### src/rtl/cory_arb_pkg.sv
// Shared types and helpers for the cory family of arbiters.
package cory_arb_pkg;

  localparam int GW = 2;

  typedef enum logic {
    ST_IDLE   = 1'b0,
    ST_LOCKED = 1'b1
  } arb_st_e;

  function automatic logic [GW-1:0] inc_mod4(input logic [GW-1:0] x);
    return x + 2'd1;
  endfunction

endpackage

### src/rtl/cory_rr_pick4.sv
// Rotating-priority picker: first set request at or after ptr, wrapping mod 4.
import cory_arb_pkg::*;

module cory_rr_pick4 (
  input  logic [3:0]    req,
  input  logic [GW-1:0] ptr,
  output logic [GW-1:0] idx,
  output logic          win
);

  // Scan from the farthest candidate back to ptr so the closest one lands last.
  always_comb begin
    logic [GW-1:0] c;
    idx = '0;
    win = 1'b0;
    c   = '0;
    for (int i = 3; i >= 0; i--) begin
      c = ptr + GW'(i);
      if (req[c]) begin
        idx = c;
        win = 1'b1;
      end
    end
  end

endmodule

### src/rtl/cory_rrarb4.sv
// Four-input round-robin arbiter with optional packet lock and a registered output stage.
import cory_arb_pkg::*;

module cory_rrarb4 #(
  parameter int N    = 8,
  parameter bit LOCK = 1'b1
) (
  input  logic          clk,
  input  logic          reset,
  input  logic          i_a0_v,
  input  logic          i_a1_v,
  input  logic          i_a2_v,
  input  logic          i_a3_v,
  input  logic [N-1:0]  i_a0_d,
  input  logic [N-1:0]  i_a1_d,
  input  logic [N-1:0]  i_a2_d,
  input  logic [N-1:0]  i_a3_d,
  input  logic          i_a0_l,
  input  logic          i_a1_l,
  input  logic          i_a2_l,
  input  logic          i_a3_l,
  output logic          o_a0_r,
  output logic          o_a1_r,
  output logic          o_a2_r,
  output logic          o_a3_r,
  output logic          o_z_v,
  output logic [N-1:0]  o_z_d,
  output logic          o_z_l,
  output logic [GW-1:0] o_z_g,
  input  logic          i_z_r
);

  logic [3:0]        req_v, req_m, rdy;
  logic [3:0][N-1:0] req_d;
  logic [3:0]        req_l;
  logic [GW-1:0]     grant;
  logic              win, load, xfer;

  arb_st_e       st_q, st_d;
  logic [GW-1:0] ptr_q, ptr_d, own_q, own_d, z_g_q, z_g_d;
  logic          z_v_q, z_v_d, z_l_q, z_l_d;
  logic [N-1:0]  z_d_q, z_d_d;

  assign req_v = {i_a3_v, i_a2_v, i_a1_v, i_a0_v};
  assign req_d = {i_a3_d, i_a2_d, i_a1_d, i_a0_d};
  assign req_l = {i_a3_l, i_a2_l, i_a1_l, i_a0_l};

  // While locked only the owner may compete.
  assign req_m = (st_q == ST_LOCKED) ? (req_v & (4'b0001 << own_q)) : req_v;

  cory_rr_pick4 u_pick (
    .req (req_m),
    .ptr (ptr_q),
    .idx (grant),
    .win (win)
  );

  assign load = !z_v_q || i_z_r;
  assign xfer = load && win;
  assign rdy  = xfer ? (4'b0001 << grant) : 4'b0000;

  assign {o_a3_r, o_a2_r, o_a1_r, o_a0_r} = rdy;
  assign o_z_v = z_v_q;
  assign o_z_d = z_d_q;
  assign o_z_l = z_l_q;
  assign o_z_g = z_g_q;

  always_comb begin
    z_v_d = z_v_q;
    z_d_d = z_d_q;
    z_l_d = z_l_q;
    z_g_d = z_g_q;
    st_d  = st_q;
    ptr_d = ptr_q;
    own_d = own_q;
    if (xfer) begin
      z_v_d = 1'b1;
      z_d_d = req_d[grant];
      z_l_d = req_l[grant];
      z_g_d = grant;
      if (st_q == ST_IDLE) begin
        if (LOCK && !req_l[grant]) begin
          st_d  = ST_LOCKED;
          own_d = grant;
        end else begin
          ptr_d = inc_mod4(grant);
        end
      end else if (req_l[grant]) begin
        st_d  = ST_IDLE;
        ptr_d = inc_mod4(own_q);
      end
    end else if (load) begin
      z_v_d = 1'b0;
    end
  end

  always_ff @(posedge clk or posedge reset) begin
    if (reset) begin
      z_v_q <= 1'b0;
      z_d_q <= '0;
      z_l_q <= 1'b0;
      z_g_q <= '0;
      st_q  <= ST_IDLE;
      ptr_q <= '0;
      own_q <= '0;
    end else begin
      z_v_q <= z_v_d;
      z_d_q <= z_d_d;
      z_l_q <= z_l_d;
      z_g_q <= z_g_d;
      st_q  <= st_d;
      ptr_q <= ptr_d;
      own_q <= own_d;
    end
  end

endmodule

### config.mk
export PLATFORM = sky130hd
export DESIGN_NAME = cory_rrarb4
export DESIGN_NICKNAME = d
export VERILOG_FILES = /design/src/rtl/cory_arb_pkg.sv /design/src/rtl/cory_rr_pick4.sv /design/src/rtl/cory_rrarb4.sv
export SDC_FILE = /design/constraint.sdc
export NUM_CORES = 1
export LEC_CHECK = 0
export CAP_MARGIN = 40
export CORE_MARGIN = 3
export CORE_UTILIZATION = 39
export CTS_CLUSTER_DIAMETER = 30
export DETAILED_ROUTE_END_ITERATION = 12
export GPL_TIMING_DRIVEN = 0
export PLACE_DENSITY = 0.78
export RECOVER_POWER = 25
export SYNTH_ARGS = -nofsm -noshare
export SYNTH_HDL_FRONTEND = slang
export SYNTH_HIERARCHICAL = 1
export SYNTH_SLANG_ARGS = --single-unit
### constraint.sdc
create_clock -name clk -period 3.6 [get_ports clk]
set_input_delay 0.72 -clock clk [delete_from_list [all_inputs] [get_ports clk]]
set_output_delay 0.72 -clock clk [all_outputs]
set_load 0.03 [all_outputs]
==> summary.txt <==
Min path
  – Worst min path class: reg2reg

Routing
  – Final ANT Viol Nets: 0
  – TritonRoute pass-1 iters: 4
  – DR vias: 960
  – DRT iter0 DRCs: 12
  – Avg WL per Cell: 14.8 um
  – Final wirelength: 2660 um
  – # DRC: 0
  – Vias per inst: 5.33

Clocking
  – Post-cts hold buffer count: 0
  – # H-tree levels: 1
  – Clock transition at the registers of the reported paths: 90 ps
  – Total CTS buffers: 3
  – Sink Count: 17
  – Clk Latency, worst-skew pair: 280 ps
  – CTS tree: done
  – Clock Tree Buf Depth: 2
  – Root Driver: clkbuf_4

Global routing
  – Gr usage total: 17.0%
  – Largest net degree at the start of global routing: 20
  – Vias in the first global route: 1,039
  – First-pass GRT wire length: 4470 um
  – Total grt overflow: 0
  – Initial antenna violation count: 0

Synth
  – Post-synthesis sequential area ratio: 38.6%
  – Synth Area per Inst: 12.4 um2
  – Mapped Area: 1100 um2
  – Synth area leader: dfrtp_1
  – Yosys warnings: 6
  – Share of the synthesized area in the top cell type: 38.6%
  – Post-synthesis cell type count: 28
  – Synthesized Nets: 132
  – Cells after Synth: 89
  – Yosys reg bits: 17
  – Top cells by area, synth: dfrtp_1, mux4_2, mux2_2, mux2i_1, nand2b_1

Critical path
  – Critical R2R Launch: own_q[1]$_DFFE_PP0P_
  – CP Launch Type: input pin
  – Reg2Reg Capture Point: own_q[0]$_DFFE_PP0P_
  – WP data arrival: 2740 ps
  – Worst-path fanout max: 10
  – Req. time, crit path: 2880 ps
  – Reg2Reg Depth: 8
  – Type of the worst setup path: in2out
  – Critical Path Sink: o_a1_r
  – Flop-to-flop setup slack: 820 ps
  – Worst setup EP type: output pin
  – Worst setup startpoint: i_a1_v

STA
  – Final period util: 96.2%
  – Pins Over Slew Limit: 0
  – Worst slew margin: 57.9%
  – Max Clock Skew: 3.90 ps
  – Fmax: 0.289 GHz
  – RSZ-0062 raised after global routing: no
  – Final setup vio count: 0
  – Worst hold slack: 517 ps
  – Setup WS post-layout: 137 ps
  – Worst-Margin Slew: 631 ps
  – Minimum clock period: 3460 ps
  – Final Hold Fails: 0

Run
  – Max-cap violation count: 0

Floorplan
  – Ports: 59
  – Die Area: 3500 um2
  – Starting density of the core: 42.5%
  – Die Wd: 59.1 um
  – Core Region: 2590 um2
  – Site Rows: 18
  – Die height: 59.1 um

Placed design
  – Post-DP HPWL: 2270 um
  – Port Buffers: 58
  – Pre-CTS setup slack: -548 ps
  – Routability cong.: 0.729
  – Placed Area: 1720 um2

Finish
  – FF+latch area: 425 um2
  – Share of layout cells above drive strength 1: 21.3%
  – # fillers: 216
  – Multi-input logic area: 638 um2
  – Fin area: 1740 um2
  – Nets@finish: 194
  – Synthesis-to-finish area growth: 57.7%
  – ANT cells: 0

Pwr
  – P per Cell Area: 855 nW/um2
  – Peak VDD IR: 0.000561 V
  – Pleak: 0.000695 uW

Status
  – Status: completed
## per-stage QoR
step | cells | TNS, ps | utilization, % | power, uW
after floorplan | 89 | 0 | - | 1080
after global placement | 177 | -1800 | 66.4 | 1400
after detailed placement | 177 | -1950 | 66.4 | 1420
after CTS | 180 | 0 | 67.2 | 1510
after global routing | 180 | 0 | 67.1 | 1610
final | 180 | 0 | 67.1 | 1480
## area by class of cell
class,count,share of cell area [%]
plain buffers,4,1.44
clock buffers,4,1.51
inverters,3,0.648
multi-input cells,64,36.7
flip-flops and latches,17,24.5
well taps,30,2.16
repair buffers,58,33.0
## kinds of logic after synthesis
kind of cell    after synthesis  synth area share, %
mux                          27                 36.2
simple gates                 24                 12.5
flops                        17                 38.6
compound gates               11                 7.61
buf+inv                       8                 3.41
xor+xnor                      2                 1.59
## worst min-delay path by stage
| stage | from | endpoint | slack (ps) | depth (start not counted) |
|---|---|---|---|---|
| global route | o_z_d[3]$_DFFE_PP0P_ | o_z_d[3]$_DFFE_PP0P_ | 540 | 1 |
| finish | o_z_d[2]$_DFFE_PP0P_ | o_z_d[2]$_DFFE_PP0P_ | 520 | 1 |
| global placement | o_z_d[5]$_DFFE_PP0P_ | o_z_d[5]$_DFFE_PP0P_ | 490 | 1 |
| floorplan | ptr_q[0]$_DFFE_PP0P_ | ptr_q[0]$_DFFE_PP0P_ | 540 | 1 |
| detailed placement | o_z_d[2]$_DFFE_PP0P_ | o_z_d[2]$_DFFE_PP0P_ | 500 | 1 |
| CTS | o_z_d[2]$_DFFE_PP0P_ | o_z_d[2]$_DFFE_PP0P_ | 520 | 1 |
## synthesized netlist by cell type
cell and n:
clkbuf_1 1, nor3_1 1, mux2_2 11, nand3_1 1
a211oi_1 1, buf_2 3, dfrtp_1 17, a21boi_0 3
nand4_1 1, a22o_1 1, nand2_1 4, mux2i_1 5
xnor2_1 2, nor2_1 4, a211oi_2 1, and2_1 2
nor3b_1 3, and4bb_1 1, nand2b_1 6, buf_4 1
o21ai_0 2, a21oi_1 1, and3_1 1, mux2_1 2
a21boi_1 1, a41o_1 1, mux4_2 9, inv_1 3
## timing repair
action | CTS | global route
pin swaps | 0 | 0
buffers inserted | 0 | 0
cloned | 0 | 0
setup endpoints to repair | 4 | 3
gates resized for setup | 14 | 5
## report_power, final
part	internal, uW	switching [uW]
clock network	43.0	55.4
logic	522	499
registers	288	77.4
total	853	631
## placed cells by master, fill, tap and decap left out, types with 2 or more instances in the layout
| cell | count |
|---|---|
| inv_1 | 3 |
| clkdlybuf4s50_1 | 53 |
| clkbuf_4 | 4 |
| nand2_1 | 4 |
| nor2_1 | 4 |
| mux2i_1 | 5 |
| dfrtp_1 | 17 |
| nand2b_1 | 6 |
| clkbuf_2 | 3 |
| o21ai_0 | 2 |
| nor3b_1 | 3 |
| mux4_2 | 9 |
| mux2_1 | 2 |
| and2_1 | 2 |
| xnor2_1 | 2 |
| clkdlybuf4s15_2 | 2 |
| a21boi_1 | 3 |
| mux2_2 | 11 |
## per-layer routing
metal	vias up	part of all wire [%]	global-route usage [%]
li1	457	-	-
met1	453	38	19.8
met2	48	47	26.8
met3	2	14	9.59
met4	0	0.83	4.85
met5	-	0	0
## critical path: stages
cell,delay (ps)
clkdlybuf4s50_1,450
a21boi_1,260
nor3b_1,100
a211oi_1,210
nor2_1,60
clkbuf_2,190
clkbuf_4,230
nor3b_1,190
clkdlybuf4s15_2,320
## sequential cells by signal, summed over array words and instances (netlist names)
| name | count |
|---|---|
| o_z_d | 8 |
| o_z_v | 1 |
| ptr_q | 2 |
| o_z_l | 1 |
| st_q | 1 |
| o_z_g | 2 |
| own_q | 2 |
(Power assumes the default switching activity.)
